===== src/rtl/imem_boot_pkg.sv =====
// Shared types and constants for the instruction-memory boot loader.
// Frame: LEN_LO, LEN_HI, 4*N payload bytes, XOR checksum byte.
package imem_boot_pkg;

    typedef enum logic [2:0] {
        LEN0,
        LEN1,
        DATA,
        CHECK,
        DONE,
        ERROR
    } state_e;

    localparam logic [1:0] ERR_NONE    = 2'd0;
    localparam logic [1:0] ERR_LEN     = 2'd1;
    localparam logic [1:0] ERR_CSUM    = 2'd2;
    localparam logic [1:0] ERR_TIMEOUT = 2'd3;

    localparam int unsigned BYTE_W = 8;
    localparam int unsigned WORD_W = 32;
    localparam int unsigned LEN_W  = 16;

endpackage


===== src/rtl/loader_word_assembler.sv =====
// Packs accepted bytes little-endian into 32-bit words.
// o_word/o_word_valid are combinational on the fourth byte so the caller can register them.
module loader_word_assembler
    import imem_boot_pkg::*;
(
    input  logic              clk,
    input  logic              rst_n,
    input  logic              i_clr,
    input  logic              i_en,
    input  logic [BYTE_W-1:0] i_byte,
    output logic              o_word_valid,
    output logic [WORD_W-1:0] o_word
);

    logic [1:0]  r_idx;
    logic [23:0] r_pack;

    assign o_word_valid = i_en && (r_idx == 2'd3);
    assign o_word       = {i_byte, r_pack};

    // Right shift: after three bytes r_pack holds {b2, b1, b0}.
    always_ff @(posedge clk or negedge rst_n) begin
        if (!rst_n) begin
            r_idx  <= 2'd0;
            r_pack <= 24'd0;
        end else if (i_clr) begin
            r_idx  <= 2'd0;
            r_pack <= 24'd0;
        end else if (i_en) begin
            r_idx  <= r_idx + 2'd1;
            r_pack <= {i_byte, r_pack[23:8]};
        end
    end

endmodule


===== src/rtl/imem_boot_loader.sv =====
// Boot loader: receives a framed byte stream, writes words into instruction memory,
// and releases the core from reset only after a frame with a matching checksum.
module imem_boot_loader
    import imem_boot_pkg::*;
#(
    parameter int unsigned DEPTH   = 256,
    parameter int unsigned ADDR_W  = 8,
    parameter int unsigned TIMEOUT = 100000
) (
    input  logic              clk,
    input  logic              rst_n,
    input  logic              load_req,
    input  logic [BYTE_W-1:0] in_data,
    input  logic              in_valid,
    output logic              in_ready,
    output logic              imem_we,
    output logic [ADDR_W-1:0] imem_addr,
    output logic [WORD_W-1:0] imem_wdata,
    output logic              core_rst_n,
    output logic              busy,
    output logic              done,
    output logic              err,
    output logic [1:0]        err_code,
    output logic [ADDR_W:0]   words_loaded
);

    localparam int unsigned TMO_W = $clog2(TIMEOUT + 1);

    state_e              r_state, w_state_nxt;
    logic [LEN_W-1:0]    r_len, w_len_nxt, w_len_full;
    logic [BYTE_W-1:0]   r_csum, w_csum_nxt;
    logic [TMO_W-1:0]    r_tmo, w_tmo_nxt, w_tmo_inc;
    logic [ADDR_W:0]     r_words, w_words_nxt, w_words_inc;
    logic [1:0]          r_err_code, w_err_code_nxt;
    logic                r_we, w_we_nxt;
    logic [ADDR_W-1:0]   r_addr, w_addr_nxt;
    logic [WORD_W-1:0]   r_wdata, w_wdata_nxt;
    logic                w_active, w_tmo_run, w_accept, w_asm_en, w_word_valid;
    logic [WORD_W-1:0]   w_word;

    assign w_active  = (r_state == LEN0) || (r_state == LEN1) || (r_state == DATA) ||
                       (r_state == CHECK);
    assign w_tmo_run = (r_state == LEN1) || (r_state == DATA) || (r_state == CHECK);
    // load_req wins over byte acceptance.
    assign in_ready  = w_active && !load_req;
    assign w_accept  = in_valid && in_ready;
    assign w_asm_en  = w_accept && (r_state == DATA);

    assign w_tmo_inc   = r_tmo + 1'b1;
    assign w_words_inc = r_words + 1'b1;
    assign w_len_full  = {in_data, r_len[7:0]};

    loader_word_assembler u_asm (
        .clk         (clk),
        .rst_n       (rst_n),
        .i_clr       (load_req),
        .i_en        (w_asm_en),
        .i_byte      (in_data),
        .o_word_valid(w_word_valid),
        .o_word      (w_word)
    );

    always_comb begin
        w_state_nxt    = r_state;
        w_len_nxt      = r_len;
        w_csum_nxt     = r_csum;
        w_tmo_nxt      = r_tmo;
        w_words_nxt    = r_words;
        w_err_code_nxt = r_err_code;
        w_we_nxt       = 1'b0;
        w_addr_nxt     = r_addr;
        w_wdata_nxt    = r_wdata;
        if (load_req) begin
            w_state_nxt    = LEN0;
            w_len_nxt      = '0;
            w_csum_nxt     = '0;
            w_tmo_nxt      = '0;
            w_words_nxt    = '0;
            w_err_code_nxt = ERR_NONE;
        end else if (w_accept) begin
            w_tmo_nxt = '0;
            case (r_state)
                LEN0: begin
                    w_len_nxt[7:0] = in_data;
                    w_state_nxt    = LEN1;
                end
                LEN1: begin
                    w_len_nxt = w_len_full;
                    if (32'(w_len_full) > DEPTH) begin
                        w_state_nxt    = ERROR;
                        w_err_code_nxt = ERR_LEN;
                    end else if (w_len_full == '0) begin
                        w_state_nxt = CHECK;
                    end else begin
                        w_state_nxt = DATA;
                    end
                end
                DATA: begin
                    w_csum_nxt = r_csum ^ in_data;
                    if (w_word_valid) begin
                        w_we_nxt    = 1'b1;
                        w_addr_nxt  = r_words[ADDR_W-1:0];
                        w_wdata_nxt = w_word;
                        w_words_nxt = w_words_inc;
                        if (32'(w_words_inc) == 32'(r_len)) w_state_nxt = CHECK;
                    end
                end
                CHECK: begin
                    if (in_data == r_csum) begin
                        w_state_nxt = DONE;
                    end else begin
                        w_state_nxt    = ERROR;
                        w_err_code_nxt = ERR_CSUM;
                    end
                end
                default: ;
            endcase
        end else if (w_tmo_run) begin
            if (32'(w_tmo_inc) == TIMEOUT) begin
                w_state_nxt    = ERROR;
                w_err_code_nxt = ERR_TIMEOUT;
                w_tmo_nxt      = '0;
            end else begin
                w_tmo_nxt = w_tmo_inc;
            end
        end
    end

    always_ff @(posedge clk or negedge rst_n) begin
        if (!rst_n) begin
            r_state    <= LEN0;
            r_len      <= '0;
            r_csum     <= '0;
            r_tmo      <= '0;
            r_words    <= '0;
            r_err_code <= ERR_NONE;
            r_we       <= 1'b0;
            r_addr     <= '0;
            r_wdata    <= '0;
        end else begin
            r_state    <= w_state_nxt;
            r_len      <= w_len_nxt;
            r_csum     <= w_csum_nxt;
            r_tmo      <= w_tmo_nxt;
            r_words    <= w_words_nxt;
            r_err_code <= w_err_code_nxt;
            r_we       <= w_we_nxt;
            r_addr     <= w_addr_nxt;
            r_wdata    <= w_wdata_nxt;
        end
    end

    assign imem_we      = r_we;
    assign imem_addr    = r_addr;
    assign imem_wdata   = r_wdata;
    assign busy         = w_active;
    assign done         = (r_state == DONE);
    assign err          = (r_state == ERROR);
    assign core_rst_n   = (r_state == DONE);
    assign err_code     = r_err_code;
    assign words_loaded = r_words;

endmodule


===== config.mk =====
export PLATFORM = sky130hd
export DESIGN_NAME = imem_boot_loader
export DESIGN_NICKNAME = d
export VERILOG_FILES = /design/src/rtl/imem_boot_pkg.sv /design/src/rtl/loader_word_assembler.sv /design/src/rtl/imem_boot_loader.sv
export SDC_FILE = /design/constraint.sdc
export NUM_CORES = 1
export LEC_CHECK = 0
export ABC_AREA = 1
export CORE_MARGIN = 4
export CORE_UTILIZATION = 50
export DETAILED_ROUTE_END_ITERATION = 10
export HOLD_SLACK_MARGIN = 0.05
export PLACE_DENSITY = 0.75
export SYNTH_ARGS = -nofsm -noshare
export SYNTH_HDL_FRONTEND = slang
export SYNTH_SLANG_ARGS = --single-unit

===== constraint.sdc =====
create_clock -name clk -period 1.6 [get_ports clk]
set_input_delay 0.16 -clock clk [delete_from_list [all_inputs] [get_ports clk]]
set_output_delay 0.16 -clock clk [all_outputs]
set_load 0.1 [all_outputs]

# ---- Yosys cells after proc, flatten, opt, wreduce, memory -nomap -nowiden
# Cells that the tools add are included.
dict set report totals {
  register_bits 122
  input_bits 12
  elab_cells 100
}
dict set report op_classes {
  addsub 3
  order_cmp 1
  eq_ne 15
  n_mux 40
  bitwise 2
  reduce_logical 27
}
# operator n
set ops {}
lappend ops {{$mux 17} 4}
lappend ops {{$mux 24} 2}
lappend ops {{$mux 8} 5}
lappend ops {{$mux 9} 4}
lappend ops {{$mux 16} 2}
lappend ops {{$mux 3} 7}
lappend ops {{$add 17x1->17 const B} 1}
lappend ops {{$eq 17x17->1 const B} 1}
lappend ops {{$eq 9x16->1} 1}
lappend ops {{$gt 16x9->1 const B} 1}
lappend ops {{$logic_not 16->1} 1}
lappend ops {{$mux 2} 8}
lappend ops {{$ne 4x3->1 const B} 3}
lappend ops {{$pmux 3 s4} 1}
lappend ops {{$reduce_bool 2->1} 6}
lappend ops {{$reduce_and 5->1} 2}
lappend ops {{$add 9x1->9 const B} 1}
lappend ops {{$eq 8x8->1} 1}
lappend ops {{$xor 8x8->8} 1}
lappend ops {{$eq 3x2->1 const B} 2}
lappend ops {{$eq 3x3->1 const B} 2}
lappend ops {{$mux 1} 6}
lappend ops {{$ne 6x2->1 const B} 1}
lappend ops {{$reduce_and 2->1} 3}
lappend ops {{14 further kinds} 22}

# ---- Longest topological paths before layout
dict set report depth {
  depth_word 12
  mapped_depth 15
  ltp_nobuf 15
}

# ---- Modules after synthesis
# Synthesis repeated with hierarchy kept, for this count alone.
dict set report unflattened {
  cells_unflattened 765
  hier_area_um2 6098.3
}
# module instances cells_each area_per_inst_um2 seq_area_each_um2
set modules_own_cells {}
lappend modules_own_cells {imem_boot_loader 1 640 4833.4 2402.3}
lappend modules_own_cells {loader_word_assembler 1 125 1265.0 650.6}

# ---- Least setup slack after synthesis
# Ideal clock, no wire load.
dict set report synth_path {
  path_type {reg-to-output}
  from {register r_state[2]}
  to {output done}
  t_arrival_ns 3.619
  t_required_ns 1.440
  path_slack_ns -2.179
  path_stages_with_launch 4
  n_path_buf 1
  cell_sequence {dfrtp_1 inv_1 nor3_1 buf_4}
}
dict set report synth_between {
  elab_chain_len 1
}
# item line
set synth_lines {}
lappend synth_lines {{start, declared} imem_boot_loader.sv:29} ;# state_e r_state, w_state_nxt;
lappend synth_lines {{start signal, assigned} imem_boot_loader.sv:141} ;# r_state <= w_state_nxt;
lappend synth_lines {{$eq 3x3->1} n/a}
lappend synth_lines {{end, declared} imem_boot_loader.sv:21} ;# output logic done,
# No other way between the ends.

# ---- Worst setup path after layout
dict set report layout_path {
  from {register r_words[0] (netlist: words_loaded[0])}
  to {register r_state[2]}
}
dict set report layout_between {
  elab_chain_len 4
}
# item line
set layout_lines {}
lappend layout_lines {{start, declared} imem_boot_loader.sv:33} ;# logic [ADDR_W:0] r_words, w_words_nxt, w_words_inc;
lappend layout_lines {{start signal, assigned} imem_boot_loader.sv:145} ;# r_words <= w_words_nxt;
lappend layout_lines {{$add 9x1->9} imem_boot_loader.sv:50} ;# assign w_words_inc = r_words + 1'b1;
lappend layout_lines {{$eq 9x16->1} imem_boot_loader.sv:105} ;# if (32'(w_words_inc) == 32'(r_len)) w_state_nxt = CHECK;
lappend layout_lines {{$ne 4x3->1 (no source line)} n/a}
lappend layout_lines {{$reduce_and 5->1 (no source line)} n/a}
# No other way between the ends.
# A chain may end at the register's enable or synchronous reset.

==> reports/results.ini <==
[outcome]
status = finished, violations left
violations = DRC, setup timing

[grt]
antenna_found_initial = 0
grt_max_degree = 44
track_usage_pct = 33.2
grt_pass1_wl_um = 33600
grt.overflow.total = 0
grt_pass1_vias = 6421

[flow_run]
maxCapViolations = 0

[routing]
first_pass_iters = 11
drt-vias-per-instance = 6.36
vias = 6834
drt_iter0_drc = 1051
routed_wirelength_um = 27700
wl_per_cell_um = 25.7
postRouteAntennaNets = 0
drc = 2

[finish]
utilization_pct = 92.2
antenna_cells = 0
drive_above_1_share_pct = 49.0
seq_area_um2 = 3070
multi_input_area_um2 = 3340
area_growth_pct = 80.7
fin_cells = 1074
fill_cells = 337
mostFrequentLayoutCells = nand2_1 (125), dfrtp_1 (111), buf_4 (103)
final_nets = 933
final_common_cell = nand2_1

[synthesis]
syn_area_per_cell_um2 = 8.22
yosysWarnings = 0
synthCells = 709
ys_ff_latch = 122
synth_top_cell_area_share_pct = 52.4
netlist_area_um2 = 5830
yosysSeqAreaShare_pct = 52.4
yosysTopAreaCell = dfrtp_1
syn-num-nets = 724
yosysUniqueCellTypes = 38
synthTopCellsByArea = dfrtp_1 (52%), nand2_1 (12%), o21ai_0 (7.0%)

[clock_network]
clock-sinks = 122
clk_path_buf_depth = 2
clk_latency_ns = 0.44
clk_pin_slew_ns = 0.06
cts_buffers = 17
tritoncts = built
cts-root-buf = clkbuf_16
htree_levels = 4

[sta]
hold_ws_ns = 0.181
fin_crit_ns = 2.23
fmax_mhz = 449
worstMarginPinSlew_ns = 0.434
final_hold_viol_count = 0
period_share_pct = 139
setup_ws_ns = -0.626
slew_headroom_pct = 70.9
report.final.slew_viol_count = 0
setup_viol = 107
fin_skew_ns = 0.0133
rsz0062_at_grt = true

[worst_setup_path]
path_cells = ha_4 > inv_2 > nand2_1 > nand2_1 > nor2_1 > nand2_1 > nor2_1 > nand3_1 > nor2_2 > nand3_2 > a21oi_4 > nand2_2 > nand2_1 > nand2_1
arrival_ns = 2.55
crit_required_ns = 1.92
r2r_slack_ns = -0.63
cp_slowest_stage_delay_ns = 0.49
startpoint_type = flip-flop
path_max_fanout = 4
r2r.worst_path.cells = 14
rr_endpoint = r_state[2]$_DFFE_PN0P_
reg2reg_from = words_loaded[0]$_DFFE_PN0P_
crit_buf_inv = 1
crit_family = simple AND/OR/NAND/NOR gates
cp-end-kind = flip-flop
critical_path.slowest_cell = dfrtp_4
crit_top_cell = nand2_1
crit_type = reg2reg

[die]
core-area_um2 = 11400
die_area_um2 = 13400
ios = 69
die_y_um = 116
start_util_pct = 51.0
die_x_um = 116
num_rows = 39

[worst_hold_path]
hold_path.class = in2async

[placement]
pre_cts_ws_ns = -0.432
place_hpwl_um = 11700
place_inst = 997
portBuffers = 68
routabilityCongestion = 0.908

[power]
power.density_nw_per_um2 = 1020
leakage_nw = 4.67
irDropWorstVdd_mv = 1.09

through the flow:
stage | area [µm²] | total power (W) | setup TNS, ns
after global routing | 10500 | 0.0109 | -32.88
after CTS | 9980 | 0.0103 | -16.90
after global placement | 8260 | 0.00590 | -20.11
after detailed placement | 8260 | 0.00595 | -24.77
final | 10500 | 0.0108 | -29.07
after floorplan | 6170 | 0.00490 | -42.77
synthesized netlist by cell type:
| library cell | n |
|---|---|
| a211oi_1 | 1 |
| a21o_1 | 1 |
| a21oi_1 | 8 |
| a21oi_2 | 1 |
| a22o_1 | 4 |
| a31oi_1 | 1 |
| buf_1 | 3 |
| buf_2 | 7 |
| buf_4 | 1 |
| buf_8 | 1 |
| clkbuf_1 | 14 |
| clkinv_1 | 1 |
| dfrtp_1 | 122 |
| ha_1 | 3 |
| inv_1 | 88 |
| inv_2 | 5 |
| nand2_1 | 186 |
| nand2_2 | 5 |
| nand2_4 | 1 |
| nand3_1 | 53 |
| nand3_2 | 5 |
| nand3_4 | 1 |
| nand3b_1 | 1 |
| nand3b_4 | 1 |
| nand4_1 | 3 |
| nor2_1 | 47 |
| nor2_2 | 6 |
| nor2_4 | 6 |
| nor3_1 | 8 |
| nor3_2 | 1 |
| o211a_1 | 1 |
| o21ai_0 | 82 |
| o21ai_1 | 8 |
| o21bai_1 | 1 |
| o22ai_1 | 20 |
| xnor2_1 | 4 |
| xnor2_2 | 1 |
| xor2_1 | 7 |
how the worst max path moves through the flow:
stage	startpoint	to	slack [ns]	depth (start not counted)
2_1_floorplan	r_state[2]$_DFFE_PN0P_	done	-0.77	3
3_3_place_gp	words_loaded[0]$_DFFE_PN0P_	r_state[0]$_DFFE_PN0P_	-0.37	14
3_5_place_dp	words_loaded[0]$_DFFE_PN0P_	r_state[2]$_DFFE_PN0P_	-0.43	14
4_1_cts	words_loaded[0]$_DFFE_PN0P_	r_state[0]$_DFFE_PN0P_	-0.43	14
5_1_grt	words_loaded[0]$_DFFE_PN0P_	r_state[2]$_DFFE_PN0P_	-0.74	14
6_report	words_loaded[0]$_DFFE_PN0P_	r_state[2]$_DFFE_PN0P_	-0.63	14
flip-flops by register name (all words and copies together), names as in the netlist, 2 cells and up:
register      flops
imem_wdata       32
words_loaded      9
r_len            16
u_asm.r_idx       2
r_tmo            17
r_state           3
r_csum            8
u_asm.r_pack     24
err_code          2
imem_addr         8
area by class of cell:
type / instances / share of cell area [%]
multi-input cells: 467 / 31.7
flip-flops and latches: 122 / 29.2
repair buffers: 216 / 27.9
clock buffers: 18 / 4.17
inverters: 94 / 3.49
clock inverters: 14 / 1.83
well taps: 143 / 1.70
power by group:
group	switching (W)	total, W	internal (W)
Sequential	0.000205	0.00345	0.00325
Clock	0.00163	0.00428	0.00265
Combinational	0.00193	0.00302	0.00109
what timing repair did:
| item | 4_1_cts | 5_1_grt |
|---|---|---|
| setup endpoints to repair | 74 | 108 |
| hold buffers | 1 | 0 |
| cloned | 13 | 5 |
| endpoints found under the hold margin | 100 | 0 |
| resized for setup | 130 | 112 |
| pin swaps | 24 | 27 |
| buffers inserted | 22 | 14 |
layer usage:
metal | track usage [%] | wire (µm) | share of wire [%] | vias up
met4 | 15.9 | 2230 | 8.0 | 0
li1 | - | - | - | 2719
met1 | 38.7 | 9000 | 33 | 3266
met2 | 57.9 | 13600 | 49 | 617
met5 | 0 | 0 | 0 | -
met3 | 7.52 | 2840 | 10 | 232
kinds of logic (layout without fill, tap and decap cells):
| logic type | after synthesis | after routing | share of synthesized area (%) |
|---|---|---|---|
| AO/OA/AOI/OAI | 128 | 128 | 12.0 |
| XOR/XNOR | 12 | 12 | 1.93 |
| adder cells (fa/ha/maj) | 3 | 3 | 0.644 |
| buffers and inverters | 120 | 342 | 8.14 |
| flip-flops | 122 | 122 | 52.4 |
| AND/OR/NAND/NOR | 324 | 324 | 24.9 |
Note: power is estimated with default switching activity, not from simulation.
==> RTL edit (same settings) <==
The parameter `ADDR_W` goes from 8 to 6.
--- a/src/rtl/imem_boot_loader.sv
+++ b/src/rtl/imem_boot_loader.sv
@@ -4,7 +4,7 @@
     import imem_boot_pkg::*;
 #(
     parameter int unsigned DEPTH   = 256,
-    parameter int unsigned ADDR_W  = 8,
+    parameter int unsigned ADDR_W  = 6,
     parameter int unsigned TIMEOUT = 100000
 ) (
     input  logic              clk,
Interface: changed (resized imem_addr and words_loaded); port bits go from 69 to 65. No check against the original RTL was run, so the function may have changed too.
==> RTL edit against the unedited design <==
The run still ends with DRC, setup timing left; area after synthesis shrank 2.3%; setup slack gained 56 ps; combinational power shrank 24%; wire length shrank 16%; critical path depth shrank 1; sequential cell count shrank 4; final area shrank 11%; power shrank 9.1%; via count shrank 7.4%; critical endpoint is now r_state[0]$_DFFE_PN0P_; highest routed layer unchanged.
==> RTL edit: results (changes against the unedited design) <==
Cells and area:
- The filler-free cell count of the finished design is 1018 (-5.2%).
- The proportion of layout cells with a drive suffix above 1 is 40.21% (-8.8 points).
- The number of nets at the end of the flow was 880 (-5.7%).
- The number of fill cells in the layout is 502 (+49%).

Placement:
- The area of placed instances is 7953 um2 (-3.7%).
- The estimated wirelength of the detail-placed design is 11120 um (-4.7%).
- The last weighted congestion value of the routability-driven placer came to 0.8600 (-5.3%).
- The post-placement setup slack came to -336.9 ps (+95.46 ps).
- The total placed cells including tap cells is 961 (-3.6%).

Logic synthesis:
- Yosys attributes the largest share of cell area to dfrtp_1 (52%), nand2_1 (12%), nand3_1 (6.1%), o21ai_0 (5.5%), inv_1 (5.5%).
- The number of nets produced by synthesis is 703 (-2.9%).
- The share of synthesized area occupied by flip-flops and latches came to 51.89% (-0.50 points).
- After synthesis, the most frequently instantiated cells are nand2_1 (181), dfrtp_1 (118), inv_1 (83).
- The number of distinct library cell variants in the gate-level netlist after synthesis was 34 (-11%).
- The mean instance size in the synthesized netlist is 8.271 um2 (+0.64%).

STA:
- The worst hold-check slack is 197.3 ps (+16.39 ps).
- The worst-case clock skew is 13.74 ps (+0.4901 ps).
- The accumulated negative setup slack is -18710 ps (+10360 ps).
- The transition time of the tightest slew-check pin came to 546.4 ps (+112.1 ps).
- The final setup violation count is 108 (+0.93%).
- The setup slack of the critical path after layout is -570.2 ps (+56.00 ps).

Global routing:
- The global-route wire length before repair is 29170 um (-13%).
- The largest net degree at the start of global routing came to 43 (-2.3%).
- The via count of the first global-routing pass is 5959 (-7.2%).
- The overall routing resource usage came to 28.18% (-5.0 points).

Worst setup path:
- The endpoint identified for the worst register-to-register timing path is r_state[0]$_DFFE_PN0P_.
- The largest fanout on the critical path is 7 (+3).
- The number of cells traversed by the worst register-to-register path is 13 (-1).

Clock tree:
- The number of gates resized after CTS is 11 (-92%).
- The post-CTS setup repair buffer count is 4 (-82%).

Status:
- The checks that failed: DRC, setup timing.
- The flow ran to the end, but the final reports show violations.

Worst hold path:
- The classification of the worst-slack hold path is in -> async.

Routing:
- The first-pass iteration count of the detailed router is 9 (-2).
- The remaining routing DRC violations came to 1 (-1).
- The starting DRC count in detailed routing is 810 (-23%).
RTL edit: changes by cell type after synthesis, sizes merged, moves of 2 or more:
cell and change:
nand4 +9, dfrtp -4, nand3 +12, a21oi -2, a22o -4, o21ai -7, nand2 -5, nand3b -2
inv -5, nor2 -10, nor3 -2
RTL edit: cells by family (layout without fill, tap and decap cells):
| kind of cell | count (synthesis) | count (layout) | share of synthesized area (%) |
|---|---|---|---|
| xor gates and xnor gates | 11 | 11 | 1.825 |
| and+or+nand+nor | 328 | 331 | 25.90 |
| DFF | 118 | 118 | 51.89 |
| adders and majority gates | 3 | 3 | 0.6597 |
| AOI/OAI and AO/OA | 114 | 114 | 11.76 |
| buffers and inverters | 114 | 301 | 7.960 |
RTL edit: power breakdown:
group | internal, uW | total, uW | switching [uW]
Sequential | 3100 | 3250 | 141
Combinational | 837 | 2290 | 1450
Clock | 2670 | 4240 | 1570
RTL edit: how the worst max path moves through the flow:
| stage | endpoint | depth (start not counted) |
|---|---|---|
| after floorplan | done | 3 |
| after global placement | r_tmo[3]$_DFFE_PN0P_ | 13 |
| after detailed placement | r_state[0]$_DFFE_PN0P_ | 14 |
| after CTS | r_state[0]$_DFFE_PN0P_ | 14 |
| after global routing | err_code[0]$_DFFE_PN0P_ | 14 |
| final | r_state[0]$_DFFE_PN0P_ | 13 |
RTL edit: final cells by class:
class,instances,share of cell area (%)
Sequential cell,118,31.84
Clock buffer,19,4.741
Multi-Input combinational cell,459,30.79
Timing Repair Buffer,181,25.03
Inverter,88,3.657
Clock inverter,13,2.063
Tap cell,140,1.875
RTL edit: per-layer routing:
layer	track usage [%]	part of all wire, %	wire, um
met4	12.19	7.5	1744
met5	0	0	0
met3	5.444	9.5	2205
met2	49.36	48	11110
met1	33.66	35	8049
